### src/rtl/multicycle_control_unit.sv
// Multicycle processor control unit.
// A single state register walks each instruction through IF/ID/EXE/MEM/WB.
// Every control output is a combinational decode of (state, opcode, zero).
module multicycle_control_unit (
  input  logic       clk,
  input  logic       reset,
  input  logic [5:0] opcode,
  input  logic       zero,
  output logic       PCWre,
  output logic       IRWre,
  output logic       ALUSrcB,
  output logic       ExtSel,
  output logic [2:0] ALUOp,
  output logic       mRD,
  output logic       mWR,
  output logic       DBDataSrc,
  output logic       RegWre,
  output logic       RegDst,
  output logic [1:0] PCSrc,
  output logic [2:0] state
);

  typedef enum logic [2:0] {
    S_IF   = 3'b000,
    S_ID   = 3'b001,
    S_EXE  = 3'b010,
    S_MEM  = 3'b011,
    S_WB   = 3'b100,
    S_HALT = 3'b101
  } state_t;

  localparam logic [5:0] OP_ADD  = 6'b000000;
  localparam logic [5:0] OP_SUB  = 6'b000001;
  localparam logic [5:0] OP_ADDI = 6'b000010;
  localparam logic [5:0] OP_OR   = 6'b010000;
  localparam logic [5:0] OP_AND  = 6'b010001;
  localparam logic [5:0] OP_ORI  = 6'b010010;
  localparam logic [5:0] OP_SLT  = 6'b100110;
  localparam logic [5:0] OP_SW   = 6'b110000;
  localparam logic [5:0] OP_LW   = 6'b110001;
  localparam logic [5:0] OP_BEQ  = 6'b110100;
  localparam logic [5:0] OP_J    = 6'b111000;
  localparam logic [5:0] OP_HALT = 6'b111111;

  localparam logic [2:0] ALU_ADD = 3'b000;
  localparam logic [2:0] ALU_SUB = 3'b001;
  localparam logic [2:0] ALU_OR  = 3'b011;
  localparam logic [2:0] ALU_AND = 3'b100;
  localparam logic [2:0] ALU_SLT = 3'b110;

  state_t r_state;
  state_t w_next;

  logic w_is_add, w_is_sub, w_is_addi, w_is_or, w_is_and, w_is_ori;
  logic w_is_slt, w_is_sw, w_is_lw, w_is_beq, w_is_j, w_is_halt;
  logic w_is_rtype, w_illegal;

  assign w_is_add  = (opcode == OP_ADD);
  assign w_is_sub  = (opcode == OP_SUB);
  assign w_is_addi = (opcode == OP_ADDI);
  assign w_is_or   = (opcode == OP_OR);
  assign w_is_and  = (opcode == OP_AND);
  assign w_is_ori  = (opcode == OP_ORI);
  assign w_is_slt  = (opcode == OP_SLT);
  assign w_is_sw   = (opcode == OP_SW);
  assign w_is_lw   = (opcode == OP_LW);
  assign w_is_beq  = (opcode == OP_BEQ);
  assign w_is_j    = (opcode == OP_J);
  assign w_is_halt = (opcode == OP_HALT);

  assign w_is_rtype = w_is_add | w_is_sub | w_is_or | w_is_and | w_is_slt;
  assign w_illegal  = ~(w_is_rtype | w_is_addi | w_is_ori | w_is_sw | w_is_lw |
                        w_is_beq | w_is_j | w_is_halt);

  assign state = r_state;

  // State register; a low reset at any edge returns the FSM to instruction fetch.
  always_ff @(posedge clk) begin
    if (!reset) begin
      r_state <= S_IF;
    end else begin
      r_state <= w_next;
    end
  end

  // Next-state selection from the current state and the decoded opcode.
  always_comb begin
    w_next = S_IF;
    case (r_state)
      S_IF: begin
        w_next = S_ID;
      end
      S_ID: begin
        if (w_is_j || w_illegal) begin
          w_next = S_IF;
        end else if (w_is_halt) begin
          w_next = S_HALT;
        end else begin
          w_next = S_EXE;
        end
      end
      S_EXE: begin
        if (w_is_beq) begin
          w_next = S_IF;
        end else if (w_is_lw || w_is_sw) begin
          w_next = S_MEM;
        end else begin
          w_next = S_WB;
        end
      end
      S_MEM: begin
        if (w_is_lw) begin
          w_next = S_WB;
        end else begin
          w_next = S_IF;
        end
      end
      S_WB: begin
        w_next = S_IF;
      end
      S_HALT: begin
        w_next = S_HALT;
      end
      default: begin
        w_next = S_IF;
      end
    endcase
  end

  // Control decode: enables depend on state, datapath selects on opcode alone.
  always_comb begin
    PCWre     = 1'b0;
    IRWre     = 1'b0;
    mRD       = 1'b0;
    mWR       = 1'b0;
    RegWre    = 1'b0;
    ALUSrcB   = w_is_addi | w_is_ori | w_is_lw | w_is_sw;
    ExtSel    = ~w_is_ori;
    DBDataSrc = w_is_lw;
    RegDst    = w_is_rtype;
    PCSrc     = 2'b00;

    if (w_is_sub || w_is_beq) begin
      ALUOp = ALU_SUB;
    end else if (w_is_or || w_is_ori) begin
      ALUOp = ALU_OR;
    end else if (w_is_and) begin
      ALUOp = ALU_AND;
    end else if (w_is_slt) begin
      ALUOp = ALU_SLT;
    end else begin
      ALUOp = ALU_ADD;
    end

    case (r_state)
      S_IF: begin
        IRWre = 1'b1;
      end
      S_ID: begin
        PCWre = w_is_j | w_illegal;
      end
      S_EXE: begin
        PCWre = w_is_beq;
      end
      S_MEM: begin
        PCWre = w_is_sw;
        mRD   = w_is_lw;
        mWR   = w_is_sw;
      end
      S_WB: begin
        PCWre  = 1'b1;
        RegWre = 1'b1;
      end
      S_HALT: begin
        PCWre = 1'b0;
      end
      default: begin
        PCWre = 1'b0;
      end
    endcase

    // The next-PC select is held at PC+4 while fetching or halted.
    if ((r_state == S_IF) || (r_state == S_HALT)) begin
      PCSrc = 2'b00;
    end else if (w_is_j) begin
      PCSrc = 2'b10;
    end else if (w_is_beq && zero) begin
      PCSrc = 2'b01;
    end else begin
      PCSrc = 2'b00;
    end
  end

endmodule

### config.mk
export PLATFORM = sky130hd
export DESIGN_NAME = multicycle_control_unit
export DESIGN_NICKNAME = d
export VERILOG_FILES = /design/src/rtl/multicycle_control_unit.sv
export SDC_FILE = /design/constraint.sdc
export NUM_CORES = 1
export LEC_CHECK = 0
export CAP_MARGIN = 5
export CORE_MARGIN = 10
export CORE_UTILIZATION = 36
export DETAILED_ROUTE_END_ITERATION = 6
export PLACE_DENSITY = 0.74
export SETUP_SLACK_MARGIN = 0.2
export SYNTH_ARGS = -nofsm -noshare
export SYNTH_HDL_FRONTEND = slang
export SYNTH_SLANG_ARGS = --single-unit
### constraint.sdc
create_clock -name clk -period 1.5 [get_ports clk]
set_clock_uncertainty 0.05 [all_clocks]
set_input_delay 0.3 -clock clk [delete_from_list [all_inputs] [get_ports clk]]
set_output_delay 0.3 -clock clk [all_outputs]
set_load 0.02 [all_outputs]
==> impl_metrics.xml, run 1 <==
<?xml version="1.0" encoding="UTF-8"?>
<metrics>
  <group name="run_status">
    <metric name="outcome" unit="">did not finish</metric>
    <metric name="stopped_at" unit="">5_1_grt</metric>
    <metric name="tool.error" unit="">[ERROR DPL-0038] Utilization greater than 100%, impossible to legalize</metric>
  </group>
  <group name="global_route">
    <metric name="maximum_number_of_pins_on_one_net_before_global_route_repair" unit="">9</metric>
  </group>
  <group name="logic_synthesis">
    <metric name="syn_nets" unit="">91</metric>
    <metric name="synth.avg_cell_area" unit="sq um">6.882</metric>
    <metric name="post_synth_inst_count" unit="">82</metric>
    <metric name="synth_area_leader_cell" unit="">sky130_fd_sc_hd__dfxtp_1</metric>
    <metric name="seq_area_frac_synth" unit="%">10.64</metric>
    <metric name="dominant_cells_by_area_after_synthesis" unit="">sky130_fd_sc_hd__dfxtp_1 11%, sky130_fd_sc_hd__nor2_1 6.7%, sky130_fd_sc_hd__nor3_1 6.2%, sky130_fd_sc_hd__buf_2 5.3%, sky130_fd_sc_hd__a21oi_1 4.4%</metric>
    <metric name="syn_area" unit="sq um">564.3</metric>
    <metric name="synthArstFlopShare" unit="%">0</metric>
    <metric name="ys.warnings.count" unit="">0</metric>
    <metric name="yosysUniqueCellTypes" unit="">41</metric>
    <metric name="synth.top_cell.area_share" unit="%">10.64</metric>
    <metric name="synth.ff_latch_count" unit="">3</metric>
    <metric name="synth-edff-count" unit="">0</metric>
    <metric name="most_frequently_used_flop_master_after_synthesis" unit="">sky130_fd_sc_hd__dfxtp_1</metric>
  </group>
  <group name="clock_tree">
    <metric name="cts-buffers-inserted" unit="">3</metric>
    <metric name="cts.htree.levels" unit="">1</metric>
    <metric name="clock-root-buffer" unit="">sky130_fd_sc_hd__clkbuf_4</metric>
    <metric name="cts-root-to-sink-buffers" unit="">2</metric>
    <metric name="cts_sinks" unit="">3</metric>
  </group>
  <group name="placed_design">
    <metric name="standard_cell_area_after_detailed_placement" unit="sq um">1111</metric>
    <metric name="placedCellCount" unit="">147</metric>
    <metric name="dp.final_hpwl" unit="um">1865</metric>
    <metric name="final_weighted_congestion_in_routability_driven_placement" unit="">0.8535</metric>
    <metric name="placement.io_buffers" unit="">25</metric>
  </group>
  <group name="die">
    <metric name="dieWidth" unit="um">59.59</metric>
    <metric name="initial_core_utilization" unit="%">37.90</metric>
    <metric name="num_io_pins" unit="">26</metric>
    <metric name="core.rowCount" unit="">14</metric>
    <metric name="die_h" unit="um">59.59</metric>
  </group>
  <group name="timing">
    <metric name="worst_endpoint_kind" unit="">output port</metric>
    <metric name="worst_endpoint" unit="">PCWre</metric>
  </group>
</metrics>
## cells by family after synthesis
| group | after synthesis | synth area share (%) |
|---|---|---|
| compound gates | 18 | 23.28 |
| xor+xnor | 1 | 1.552 |
| buf+inv | 11 | 10.42 |
| flops | 3 | 10.64 |
| simple gates | 49 | 54.10 |
## through the flow
stage               hold WS [ns]  setup WS [ns]  setup TNS [ns]
floorplan                 0.3678       -0.03863        -0.06080
global placement          0.6424         -1.109          -12.78
detailed placement        0.6495         -1.124          -13.23
CTS                       0.6346        -0.2782          -1.241
## Yosys cell counts, types with 2 or more instances
master	instances
sky130_fd_sc_hd__nor2_1	10
sky130_fd_sc_hd__nand4_1	2
sky130_fd_sc_hd__or3_1	2
sky130_fd_sc_hd__nor2b_1	4
sky130_fd_sc_hd__nand3_1	3
sky130_fd_sc_hd__nand3_2	2
sky130_fd_sc_hd__a31oi_1	2
sky130_fd_sc_hd__nand3b_1	2
sky130_fd_sc_hd__nand2b_1	2
sky130_fd_sc_hd__nor3b_1	2
sky130_fd_sc_hd__buf_2	6
sky130_fd_sc_hd__dfxtp_1	3
sky130_fd_sc_hd__or4b_1	2
sky130_fd_sc_hd__a21oi_1	5
sky130_fd_sc_hd__nand2_1	2
sky130_fd_sc_hd__clkbuf_1	2
sky130_fd_sc_hd__nor3_1	7
## repair_timing
action                     4_1_cts
setup endpoints to repair       20
cloned                           1
hold buffers                     0
resized for setup              157
pin swaps                       26
buffers inserted                14
==> run 2: changes to the inputs <==
CORE_AREA = 10 10 71 73   (was unset)
CORE_MARGIN = unset   (was 10)
CORE_UTILIZATION = unset   (was 36)
DIE_AREA = 0 0 81 83   (was unset)
PLACE_DENSITY = unset   (was 0.74)
PLACE_DENSITY_LB_ADDON = 0.15   (was unset)
SETUP_SLACK_MARGIN = unset   (was 0.2)
clock period = 2 ns   (was 1.5 ns; I/O delays follow)
==> run 2 against run 1 <==
  * The flow now finishes without violations
  * Synthesized cell count unchanged
  * Synthesized area unchanged
==> impl_metrics.xml, run 2 <==
<?xml version="1.0" encoding="UTF-8"?>
<metrics>
  <group name="run_status">
    <metric name="outcome" unit="">completed</metric>
  </group>
  <group name="die">
    <metric name="initial_core_utilization" unit="%">15.53</metric>
    <metric name="dieWidth" unit="um">81</metric>
    <metric name="core.rowCount" unit="">22</metric>
    <metric name="die_area" unit="sq um">6723</metric>
    <metric name="core_region_area" unit="sq um">3633</metric>
    <metric name="die_h" unit="um">83</metric>
    <metric name="num_io_pins" unit="">26</metric>
  </group>
  <group name="clock_tree">
    <metric name="cts.htree.levels" unit="">1</metric>
    <metric name="cts.clk_slew.worst_paths" unit="ns">0.03</metric>
    <metric name="cts-hold-fix-buffers" unit="">0</metric>
    <metric name="cts_sinks" unit="">3</metric>
    <metric name="clock_insertion_delay_worst_skew" unit="ns">0.22</metric>
    <metric name="clock_tree_from_tritoncts" unit="">yes</metric>
    <metric name="cts-buffers-inserted" unit="">3</metric>
    <metric name="cts-root-to-sink-buffers" unit="">2</metric>
    <metric name="clock-root-buffer" unit="">sky130_fd_sc_hd__clkbuf_8</metric>
  </group>
  <group name="setup_path">
    <metric name="slowest_stage" unit="">sky130_fd_sc_hd__or3_4</metric>
    <metric name="worst_r2r_dst" unit="">state[1]</metric>
    <metric name="depth_of_the_worst_register_to_register_path" unit="">4</metric>
    <metric name="cp.buffers_inverters" unit="">3</metric>
    <metric name="critPathTopFamily" unit="">compound AO/OA/AOI/OAI gates</metric>
    <metric name="worst_setup_path_start_kind" unit="">primary input</metric>
    <metric name="critical_path.reg2reg.startpoint" unit="">state[0]</metric>
    <metric name="cpMostUsedCell" unit="">sky130_fd_sc_hd__buf_6</metric>
    <metric name="critPathCaptureType" unit="">output pin</metric>
    <metric name="critPathKind" unit="">in -&gt; out</metric>
    <metric name="crit_fanout" unit="">4</metric>
    <metric name="critical_path_arrival" unit="ns">1.50</metric>
    <metric name="max_stage_delay" unit="ns">0.36</metric>
    <metric name="r2r_slack" unit="ns">0.58</metric>
    <metric name="cp_cell_sequence" unit="">buf_6 &gt; buf_6 &gt; or3_4 &gt; a21oi_2 &gt; a221oi_2 &gt; a21o_1 &gt; buf_6</metric>
    <metric name="worstPathRequired" unit="ns">1.55</metric>
  </group>
  <group name="global_route">
    <metric name="globalRoute.totalOverflow" unit="">0</metric>
    <metric name="grt_use_total" unit="%">7.301</metric>
    <metric name="grt_pass1_wl" unit="um">3905</metric>
    <metric name="antenna_found_initial" unit="">0</metric>
    <metric name="first_global_vias" unit="">843</metric>
    <metric name="maximum_number_of_pins_on_one_net_before_global_route_repair" unit="">10</metric>
  </group>
  <group name="logic_synthesis">
    <metric name="synth-compound-area-share" unit="%">23.28</metric>
    <metric name="syn_area" unit="sq um">564.3</metric>
    <metric name="most_frequently_used_flop_master_after_synthesis" unit="">sky130_fd_sc_hd__dfxtp_1</metric>
    <metric name="ys.warnings.count" unit="">0</metric>
    <metric name="synthArstFlopShare" unit="%">0</metric>
    <metric name="yosys-mux-area-fraction" unit="%">0</metric>
    <metric name="synth_adder_area_share" unit="%">0</metric>
    <metric name="synth_area_leader_cell" unit="">sky130_fd_sc_hd__dfxtp_1</metric>
    <metric name="post_synth_inst_count" unit="">82</metric>
    <metric name="synth-edff-count" unit="">0</metric>
    <metric name="yosysUniqueCellTypes" unit="">41</metric>
    <metric name="post_synth_xor_area_fraction" unit="%">1.552</metric>
    <metric name="post_synth_and_or_nand_nor_area_fraction" unit="%">54.10</metric>
    <metric name="yosys-top-cells-count" unit="">10 x sky130_fd_sc_hd__nor2_1, 7 x sky130_fd_sc_hd__nor3_1, 6 x sky130_fd_sc_hd__buf_2</metric>
    <metric name="syn_nets" unit="">91</metric>
    <metric name="dominant_cells_by_area_after_synthesis" unit="">sky130_fd_sc_hd__dfxtp_1 11%, sky130_fd_sc_hd__nor2_1 6.7%, sky130_fd_sc_hd__nor3_1 6.2%, sky130_fd_sc_hd__buf_2 5.3%, sky130_fd_sc_hd__a21oi_1 4.4%</metric>
    <metric name="seq_area_frac_synth" unit="%">10.64</metric>
    <metric name="dominant_combinational_cell_family_by_area_after_synthesis" unit="">simple AND/OR/NAND/NOR gates</metric>
    <metric name="synth.ff_latch_count" unit="">3</metric>
    <metric name="post-synth-top-count-cell" unit="">sky130_fd_sc_hd__nor2_1</metric>
    <metric name="synth.top_cell.area_share" unit="%">10.64</metric>
    <metric name="synth.avg_cell_area" unit="sq um">6.882</metric>
  </group>
  <group name="route">
    <metric name="avgRoutedWirePerCell" unit="um">13.30</metric>
    <metric name="drtPass1Iterations" unit="">2</metric>
    <metric name="drc_errors" unit="">0</metric>
    <metric name="total_wire_length" unit="um">2474</metric>
    <metric name="detailroute.via_count" unit="">835</metric>
    <metric name="first_iter_violations" unit="">18</metric>
    <metric name="drt-vias-per-instance" unit="">4.489</metric>
    <metric name="ant_nets" unit="">0</metric>
  </group>
  <group name="timing">
    <metric name="clock.fmax" unit="GHz">0.5124</metric>
    <metric name="relSlewSlack" unit="%">82.21</metric>
    <metric name="finalWorstPathRequiredPeriod" unit="ns">1.951</metric>
    <metric name="post-route-period-util" unit="%">97.57</metric>
    <metric name="grt_setup_unrepaired" unit="">false</metric>
    <metric name="worstMarginPinSlew" unit="ns">0.2669</metric>
    <metric name="setup_viol" unit="">0</metric>
    <metric name="hold_viol_final" unit="">0</metric>
    <metric name="finalSetupTns" unit="ns">0</metric>
    <metric name="maxSlewViolCount" unit="">0</metric>
  </group>
  <group name="placed_design">
    <metric name="placement.io_buffers" unit="">25</metric>
    <metric name="dp.final_hpwl" unit="um">1837</metric>
    <metric name="final_weighted_congestion_in_routability_driven_placement" unit="">0.7989</metric>
  </group>
  <group name="power">
    <metric name="power_per_cell_area" unit="nW/um^2">377.1</metric>
    <metric name="totalPowerFinal" unit="uW">436.0</metric>
    <metric name="vdd.ir_drop.worst" unit="uV">301.0</metric>
    <metric name="leakage_power_figure" unit="nW">0.5091</metric>
  </group>
  <group name="min_path">
    <metric name="holdPathStages" unit="">3</metric>
    <metric name="timing.hold.worst.class" unit="">reg -&gt; reg</metric>
    <metric name="holdPathEnd" unit="">state[0]</metric>
    <metric name="holdCritStartpoint" unit="">state[1]</metric>
  </group>
  <group name="final_layout">
    <metric name="antenna-diode-count" unit="">0</metric>
    <metric name="core_utilization_of_the_finished_layout" unit="%">31.82</metric>
    <metric name="most_common_cell_after_layout_fill_and_taps_aside" unit="">sky130_fd_sc_hd__buf_4</metric>
    <metric name="number_of_flip_flops_under_the_largest_register_name" unit="">3</metric>
    <metric name="finish.net_count" unit="">148</metric>
    <metric name="area_growth_syn_to_layout" unit="%">104.9</metric>
    <metric name="layout_cells_sized_above_1" unit="%">50.72</metric>
    <metric name="mostFrequentLayoutCells" unit="">32 x sky130_fd_sc_hd__buf_4, 10 x sky130_fd_sc_hd__nor2_1, 9 x sky130_fd_sc_hd__buf_6</metric>
  </group>
  <group name="flow_run">
    <metric name="maxCapViolations" unit="">0</metric>
  </group>
</metrics>
[run 2: cell type report]
cell class	count	area (sq um)
fillers	437	2477
clock buffers	4	45.04
well taps	48	60.06
multi-input cells	68	480.5
flip-flops and latches	3	60.06
inverters	2	10.01
repair buffers	61	500.5
[run 2: kinds of logic after synthesis]
family	Yosys count
compound gates	18
xor+xnor	1
buf+inv	11
flops	3
simple gates	49
[run 2: layer usage]
| layer | wire [um] | GRT usage, % | part of all wire (%) |
|---|---|---|---|
| met1 | 958 | 7.147 | 39 |
| met2 | 1274 | 12.46 | 51 |
| met3 | 187 | 2.909 | 7.6 |
| met4 | 54 | 4.225 | 2.2 |
| met5 | 0 | 0 | 0 |
[run 2: power breakdown]
group	leakage (nW)	internal, mW	switching, mW
combinational	0.462	0.0989	0.0874
clock	0.0228	0.136	0.0463
sequential	0.0245	0.0632	0.00383
total	0.509	0.299	0.138
[run 2: worst max path at each step]
stage	endpoint	cells after the start	startpoint	slack (ns)
5_1_grt	ALUOp[0]	7	opcode[2]	0.006
6_report	PCWre	7	opcode[3]	0.05
2_1_floorplan	ALUOp[2]	3	opcode[1]	0.08
3_3_place_gp	ALUOp[2]	6	opcode[0]	-0.82
4_1_cts	PCWre	7	opcode[0]	0.002
3_5_place_dp	ALUOp[2]	5	opcode[4]	-0.85
[run 2: worst min-delay path, stage by stage (launching register included)]
cell	delay, ns
sky130_fd_sc_hd__dfxtp_1	0.34
sky130_fd_sc_hd__buf_4	0.17
sky130_fd_sc_hd__nand2_1	0.06
sky130_fd_sc_hd__o211a_1	0.15
[run 2: timing repair]
action	in CTS	in global routing
buffers inserted	7	1
endpoints found under the setup margin	14	2
endpoints found under the hold margin	0	0
gates cloned	1	0
resized for setup	90	4
pin swaps	10	3
[run 2: through the flow]
step / worst slack (ns) / cells / hold WS [ns] / cell area [sq um]
floorplan: 0.08252 / 82 / 0.4779 / 564.3
finish: 0.04855 / 186 / 0.7039 / 1156
global placement: -0.8221 / 174 / 0.6759 / 1036
CTS: 0.001911 / 186 / 0.7205 / 1142
detailed placement: -0.8505 / 174 / 0.7021 / 1036
global route: 0.005902 / 186 / 0.7477 / 1156
(Power assumes the default switching activity.)
==> run 3: changes to the inputs <==
clock period = 1.9 ns   (was 2 ns; I/O delays follow)
==> run 3 against run 2 <==
  * Sequential cell count is the same
  * Worst hold slack lost 0.028 ns
  * Sequential power grew 5.1%
  * Cell area grew 8.0%
  * Core utilization grew 2.5 points
  * Critical endpoint unchanged
  * Global-route usage shrank 0.28 points
  * Setup slack lost 0.075 ns
  * Non-clock buffer count grew 8
  * Sequential share of layout area shrank 0.39 points
  * The flow now finishes with violations (negative setup slack)
==> impl_metrics.xml, run 3 (synthesized netlist as in run 2, its figures left out) <==
<?xml version="1.0" encoding="UTF-8"?>
<metrics>
  <group name="run_status">
    <metric name="outcome" unit="">finished, violations left</metric>
    <metric name="failed_checks" unit="">negative setup slack</metric>
  </group>
  <group name="setup_path">
    <metric name="max_stage_delay" unit="ns">0.38</metric>
    <metric name="worst_setup_path_startpoint" unit="">opcode[3]</metric>
    <metric name="cp_cell_sequence" unit="">buf_6 &gt; buf_6 &gt; or3_4 &gt; a21oi_2 &gt; a221oi_2 &gt; a21o_1 &gt; buf_6</metric>
    <metric name="critical_path.reg2reg.startpoint" unit="">state[0]</metric>
    <metric name="critPathKind" unit="">in -&gt; out</metric>
    <metric name="critPathTopFamily" unit="">compound AO/OA/AOI/OAI gates</metric>
    <metric name="slowest_stage" unit="">sky130_fd_sc_hd__or3_4</metric>
    <metric name="critPathCaptureType" unit="">output pin</metric>
    <metric name="depth_of_the_worst_register_to_register_path" unit="">4</metric>
    <metric name="crit_path_end" unit="">PCWre</metric>
    <metric name="cp.buffers_inverters" unit="">3</metric>
    <metric name="worstPathRequired" unit="ns">1.47</metric>
    <metric name="crit_fanout" unit="">4</metric>
    <metric name="cpMostUsedCell" unit="">sky130_fd_sc_hd__buf_6</metric>
    <metric name="worst_setup_path_start_kind" unit="">primary input</metric>
    <metric name="critical_path_arrival" unit="ns">1.50</metric>
    <metric name="worst_r2r_dst" unit="">state[1]</metric>
    <metric name="r2r_slack" unit="ns">0.49</metric>
    <metric name="cp_num_cells" unit="">7</metric>
  </group>
  <group name="global_route">
    <metric name="globalRoute.totalOverflow" unit="">0</metric>
    <metric name="antenna_found_initial" unit="">0</metric>
    <metric name="grt_use_total" unit="%">7.023</metric>
    <metric name="first_global_vias" unit="">870</metric>
    <metric name="grt_pass1_wl" unit="um">3946</metric>
    <metric name="maximum_number_of_pins_on_one_net_before_global_route_repair" unit="">10</metric>
  </group>
  <group name="route">
    <metric name="ant_nets" unit="">0</metric>
    <metric name="avgRoutedWirePerCell" unit="um">12.89</metric>
    <metric name="drc_errors" unit="">0</metric>
    <metric name="drtPass1Iterations" unit="">4</metric>
    <metric name="total_wire_length" unit="um">2500</metric>
    <metric name="first_iter_violations" unit="">27</metric>
    <metric name="detailroute.via_count" unit="">847</metric>
    <metric name="drt-vias-per-instance" unit="">4.366</metric>
  </group>
  <group name="power">
    <metric name="share_comb_of_total_power" unit="%">46.2</metric>
    <metric name="power.sequential.fraction" unit="%">14.8</metric>
    <metric name="vdd.ir_drop.worst" unit="uV">281.4</metric>
    <metric name="pwr-share-clk" unit="%">39.0</metric>
    <metric name="totalPowerFinal" unit="uW">475.7</metric>
    <metric name="total_switching_power" unit="uW">142.9</metric>
    <metric name="power_per_cell_area" unit="nW/um^2">381.0</metric>
    <metric name="leakage_power_figure" unit="nW">0.5659</metric>
    <metric name="power_report.internal_total" unit="uW">332.8</metric>
    <metric name="switching_power_as_a_share_of_total_power" unit="%">30.03</metric>
  </group>
  <group name="timing">
    <metric name="maxSlewViolCount" unit="">0</metric>
    <metric name="finalWorstPathRequiredPeriod" unit="ns">1.926</metric>
    <metric name="hold_viol_final" unit="">0</metric>
    <metric name="worst_hold_slack" unit="ns">0.6759</metric>
    <metric name="clock.fmax" unit="GHz">0.5192</metric>
    <metric name="setup_viol" unit="">1</metric>
    <metric name="worstMarginPinSlew" unit="ns">0.2629</metric>
    <metric name="grt_setup_unrepaired" unit="">true</metric>
    <metric name="finalSetupTns" unit="ns">-0.02605</metric>
    <metric name="post-route-period-util" unit="%">101.4</metric>
    <metric name="relSlewSlack" unit="%">82.47</metric>
    <metric name="fin_ws" unit="ns">-0.02605</metric>
  </group>
  <group name="final_layout">
    <metric name="most_common_cell_after_layout_fill_and_taps_aside" unit="">sky130_fd_sc_hd__buf_4</metric>
    <metric name="fin_area" unit="sq um">1249</metric>
    <metric name="n_fill_cell" unit="">393</metric>
    <metric name="area_growth_syn_to_layout" unit="%">121.3</metric>
    <metric name="multi_input_comb_area" unit="sq um">489.2</metric>
    <metric name="sequential_cell_area" unit="sq um">60.06</metric>
    <metric name="core_utilization_of_the_finished_layout" unit="%">34.37</metric>
    <metric name="mostFrequentLayoutCells" unit="">40 x sky130_fd_sc_hd__buf_4, 13 x sky130_fd_sc_hd__buf_6, 10 x sky130_fd_sc_hd__nor2_1</metric>
    <metric name="number_of_flip_flops_under_the_largest_register_name" unit="">3</metric>
    <metric name="finish.net_count" unit="">156</metric>
    <metric name="antenna-diode-count" unit="">0</metric>
    <metric name="layout_cells_sized_above_1" unit="%">53.42</metric>
    <metric name="post_layout_nonfiller_instances" unit="">194</metric>
  </group>
  <group name="min_path">
    <metric name="timing.hold.worst.class" unit="">reg -&gt; reg</metric>
  </group>
  <group name="clock_tree">
    <metric name="clock_insertion_delay_worst_skew" unit="ns">0.22</metric>
    <metric name="cts-buffers-inserted" unit="">3</metric>
    <metric name="cts.clk_slew.worst_paths" unit="ns">0.03</metric>
    <metric name="clock_tree_from_tritoncts" unit="">yes</metric>
    <metric name="cts-root-to-sink-buffers" unit="">2</metric>
    <metric name="clock-root-buffer" unit="">sky130_fd_sc_hd__clkbuf_8</metric>
    <metric name="cts-hold-fix-buffers" unit="">0</metric>
    <metric name="cts_sinks" unit="">3</metric>
    <metric name="cts.htree.levels" unit="">1</metric>
  </group>
  <group name="flow_run">
    <metric name="maxCapViolations" unit="">0</metric>
  </group>
  <group name="die">
    <metric name="initial_core_utilization" unit="%">15.53</metric>
    <metric name="die_h" unit="um">83</metric>
    <metric name="core.rowCount" unit="">22</metric>
    <metric name="core_region_area" unit="sq um">3633</metric>
    <metric name="num_io_pins" unit="">26</metric>
    <metric name="die_area" unit="sq um">6723</metric>
    <metric name="dieWidth" unit="um">81</metric>
  </group>
  <group name="placed_design">
    <metric name="placement.io_buffers" unit="">25</metric>
    <metric name="final_weighted_congestion_in_routability_driven_placement" unit="">0.8154</metric>
    <metric name="dp.final_hpwl" unit="um">1828</metric>
    <metric name="dp_worst_slack" unit="ns">-0.8945</metric>
    <metric name="placedCellCount" unit="">175</metric>
    <metric name="standard_cell_area_after_detailed_placement" unit="sq um">1044</metric>
  </group>
</metrics>
run 3: power groups by stage:
stage | clock [mW] | combinational [mW] | sequential (mW)
2_1_floorplan | 0 | 0.0842 | 0.0728
3_3_place_gp | 0 | 0.182 | 0.0712
3_5_place_dp | 0 | 0.182 | 0.0713
4_1_cts | 0.191 | 0.207 | 0.0705
5_1_grt | 0.193 | 0.238 | 0.0711
6_report | 0.185 | 0.220 | 0.0704
run 3: final cells by class:
class	instances	area share, %
tap	48	4.810
multi-input combinational	68	39.18
sequential	3	4.810
timing repair buffer	69	46.79
clock buffer	4	3.607
inverter	2	0.8016
run 3: per-layer routing:
layer | vias up | global-route usage [%] | routed length [um]
li1 | 431 | - | -
met1 | 397 | 7.326 | 1023
met2 | 19 | 12.68 | 1296
met3 | 0 | 2.478 | 180
met4 | 0 | 1.878 | 0
met5 | - | 0 | 0
run 3: repair_timing:
item	in CTS	in global routing
setup buffers	11	3
endpoints found under the hold margin	0	0
pin swaps	11	7
endpoints found under the setup margin	15	10
gates resized for setup	90	18
gates cloned	1	0
run 3: worst register-to-register path, stage by stage (launching register included):
cell	delay, ns
sky130_fd_sc_hd__dfxtp_1	0.38
sky130_fd_sc_hd__buf_4	0.18
sky130_fd_sc_hd__nor2b_1	0.14
sky130_fd_sc_hd__or4b_1	0.44
sky130_fd_sc_hd__o21ai_1	0.14
run 3: worst min path at each step:
stage,start,endpoint,slack (ns),cells after the start
2_1_floorplan,reset,state[2],0.46,1
3_3_place_gp,state[1],state[0],0.67,3
3_5_place_dp,state[1],state[0],0.66,3
4_1_cts,state[1],state[0],0.67,3
5_1_grt,state[1],state[0],0.73,3
6_report,state[1],state[0],0.68,3
==> run 4: changes to the inputs <==
CELL_PAD_IN_SITES_DETAIL_PLACEMENT = 1   (was unset)
CELL_PAD_IN_SITES_GLOBAL_PLACEMENT = 1   (was unset)
==> run 4 against run 3 <==
  * The run still ends with negative setup slack left
  * Highest routed layer is now met4
  * Worst hold slack better by 0.017 ns
  * Critical path type unchanged
  * Die area did not move
  * Clock power barely moved
  * Cell count fell by 4.6%
  * Sequential cell count unchanged
  * Register-to-register slack barely moved
  * Largest power group unchanged
  * Count of clock-buffer cells in the layout did not move
  * Combinational power down 8%
==> impl_metrics.xml, run 4 (synthesized netlist as in run 2, its figures left out) <==
<?xml version="1.0" encoding="UTF-8"?>
<metrics>
  <group name="route">
    <metric name="drt-vias-per-instance" unit="">4.432</metric>
    <metric name="total_wire_length" unit="um">2515</metric>
    <metric name="avgRoutedWirePerCell" unit="um">13.59</metric>
    <metric name="detailroute.via_count" unit="">820</metric>
    <metric name="drc_errors" unit="">0</metric>
    <metric name="drtPass1Iterations" unit="">3</metric>
    <metric name="first_iter_violations" unit="">14</metric>
    <metric name="ant_nets" unit="">0</metric>
  </group>
  <group name="flow_run">
    <metric name="maxCapViolations" unit="">0</metric>
  </group>
  <group name="timing">
    <metric name="hold_viol_final" unit="">0</metric>
    <metric name="grt_setup_unrepaired" unit="">true</metric>
    <metric name="fin_ws" unit="ns">-0.01846</metric>
    <metric name="worstMarginPinSlew" unit="ns">0.2444</metric>
    <metric name="finalWorstPathRequiredPeriod" unit="ns">1.918</metric>
    <metric name="relSlewSlack" unit="%">83.68</metric>
    <metric name="setup_viol" unit="">1</metric>
    <metric name="maxSlewViolCount" unit="">0</metric>
    <metric name="finalSetupTns" unit="ns">-0.01846</metric>
    <metric name="post-route-period-util" unit="%">101.0</metric>
    <metric name="clock.fmax" unit="GHz">0.5213</metric>
  </group>
  <group name="clock_tree">
    <metric name="cts_sinks" unit="">3</metric>
    <metric name="cts.htree.levels" unit="">1</metric>
    <metric name="cts-root-to-sink-buffers" unit="">2</metric>
    <metric name="clock-root-buffer" unit="">sky130_fd_sc_hd__clkbuf_8</metric>
    <metric name="clock_tree_from_tritoncts" unit="">yes</metric>
    <metric name="clock_insertion_delay_worst_skew" unit="ns">0.21</metric>
    <metric name="cts-buffers-inserted" unit="">3</metric>
    <metric name="cts.clk_slew.worst_paths" unit="ns">0.03</metric>
  </group>
  <group name="final_layout">
    <metric name="post_layout_nonfiller_instances" unit="">185</metric>
    <metric name="mostFrequentLayoutCells" unit="">33 x sky130_fd_sc_hd__buf_4, 11 x sky130_fd_sc_hd__buf_6, 10 x sky130_fd_sc_hd__nor2_1</metric>
    <metric name="finish.net_count" unit="">147</metric>
    <metric name="layout_cells_sized_above_1" unit="%">54.01</metric>
    <metric name="antenna-diode-count" unit="">0</metric>
    <metric name="most_common_cell_after_layout_fill_and_taps_aside" unit="">sky130_fd_sc_hd__buf_4</metric>
    <metric name="area_growth_syn_to_layout" unit="%">112.2</metric>
    <metric name="core_utilization_of_the_finished_layout" unit="%">32.95</metric>
    <metric name="number_of_flip_flops_under_the_largest_register_name" unit="">3</metric>
  </group>
  <group name="power">
    <metric name="power_per_cell_area" unit="nW/um^2">381.1</metric>
    <metric name="totalPowerFinal" unit="uW">456.4</metric>
    <metric name="vdd.ir_drop.worst" unit="uV">372.0</metric>
    <metric name="leakage_power_figure" unit="nW">0.5382</metric>
  </group>
  <group name="setup_path">
    <metric name="r2r_slack" unit="ns">0.48</metric>
    <metric name="worst_r2r_dst" unit="">state[1]</metric>
    <metric name="worst_setup_path_startpoint" unit="">opcode[3]</metric>
    <metric name="critPathKind" unit="">in -&gt; out</metric>
    <metric name="worst_setup_path_start_kind" unit="">primary input</metric>
    <metric name="critical_path_arrival" unit="ns">1.49</metric>
    <metric name="worstPathRequired" unit="ns">1.47</metric>
    <metric name="critical_path.reg2reg.startpoint" unit="">state[0]</metric>
    <metric name="crit_fanout" unit="">5</metric>
    <metric name="critPathCaptureType" unit="">output pin</metric>
    <metric name="crit_path_end" unit="">PCWre</metric>
    <metric name="depth_of_the_worst_register_to_register_path" unit="">4</metric>
  </group>
  <group name="die">
    <metric name="die_h" unit="um">83</metric>
    <metric name="core_region_area" unit="sq um">3633</metric>
    <metric name="dieWidth" unit="um">81</metric>
    <metric name="core.rowCount" unit="">22</metric>
    <metric name="num_io_pins" unit="">26</metric>
    <metric name="die_area" unit="sq um">6723</metric>
    <metric name="initial_core_utilization" unit="%">15.53</metric>
  </group>
  <group name="min_path">
    <metric name="timing.hold.worst.class" unit="">reg -&gt; reg</metric>
  </group>
  <group name="global_route">
    <metric name="grt_use_total" unit="%">7.598</metric>
    <metric name="first_global_vias" unit="">876</metric>
    <metric name="maximum_number_of_pins_on_one_net_before_global_route_repair" unit="">11</metric>
    <metric name="grt_pass1_wl" unit="um">4298</metric>
    <metric name="globalRoute.totalOverflow" unit="">0</metric>
    <metric name="antenna_found_initial" unit="">0</metric>
  </group>
  <group name="placed_design">
    <metric name="dp.final_hpwl" unit="um">2074</metric>
    <metric name="final_weighted_congestion_in_routability_driven_placement" unit="">0.8047</metric>
    <metric name="placedCellCount" unit="">177</metric>
    <metric name="dp_worst_slack" unit="ns">-0.8730</metric>
    <metric name="placement.io_buffers" unit="">25</metric>
  </group>
  <group name="run_status">
    <metric name="outcome" unit="">finished, violations left</metric>
    <metric name="failed_checks" unit="">negative setup slack</metric>
  </group>
</metrics>
run 4: how the worst min path moves through the flow:
| stage | depth (start not counted) | slack [ns] | to | startpoint |
|---|---|---|---|---|
| 2_1_floorplan | 1 | 0.46 | state[2] | reset |
| 3_3_place_gp | 3 | 0.66 | state[0] | state[1] |
| 3_5_place_dp | 3 | 0.70 | state[0] | state[1] |
| 4_1_cts | 6 | 0.71 | state[1] | opcode[2] |
| 5_1_grt | 6 | 0.74 | state[1] | opcode[2] |
| 6_report | 3 | 0.69 | state[0] | state[1] |
run 4: through the flow:
stage,hold WS (ns),area (sq um)
floorplan,0.4579,564.3
global placement,0.6606,1059
detailed placement,0.7023,1059
CTS,0.7070,1091
global route,0.7400,1197
finish,0.6929,1197
run 4: power breakdown:
group          total (mW)  internal (mW)  switching (mW)
Combinational       0.202          0.108          0.0950
Sequential         0.0707         0.0665         0.00415
Clock               0.183          0.143          0.0403
run 4: per-layer routing:
layer | global-route usage (%) | wire, um
met1 | 8.308 | 1038
met2 | 13.76 | 1304
met3 | 1.724 | 144
met4 | 2.347 | 27
met5 | 0 | 0
run 4: repair_timing:
| item | CTS | global route |
|---|---|---|
| pin swaps | 4 | 7 |
| setup buffers | 2 | 2 |
| setup endpoints to repair | 14 | 12 |
| hold buffers | 0 | 0 |
| gates cloned | 0 | 0 |
| gates resized for setup | 83 | 28 |
run 4: area by class of cell:
cell class / count / area, sq um
Fill cell: 456 / 2436
Sequential cell: 3 / 60.06
Tap cell: 48 / 60.06
Multi-Input combinational cell: 68 / 515.5
Clock buffer: 4 / 45.04
Timing Repair Buffer: 60 / 506.7
Inverter: 2 / 10.01
run 4: critical path, cell delays in order:
cell and delay (ns):
sky130_fd_sc_hd__buf_8 0.10, sky130_fd_sc_hd__buf_6 0.11, sky130_fd_sc_hd__or3_4 0.36, sky130_fd_sc_hd__a21oi_2 0.16, sky130_fd_sc_hd__a221oi_2 0.06, sky130_fd_sc_hd__a21o_1 0.19, sky130_fd_sc_hd__buf_6 0.13
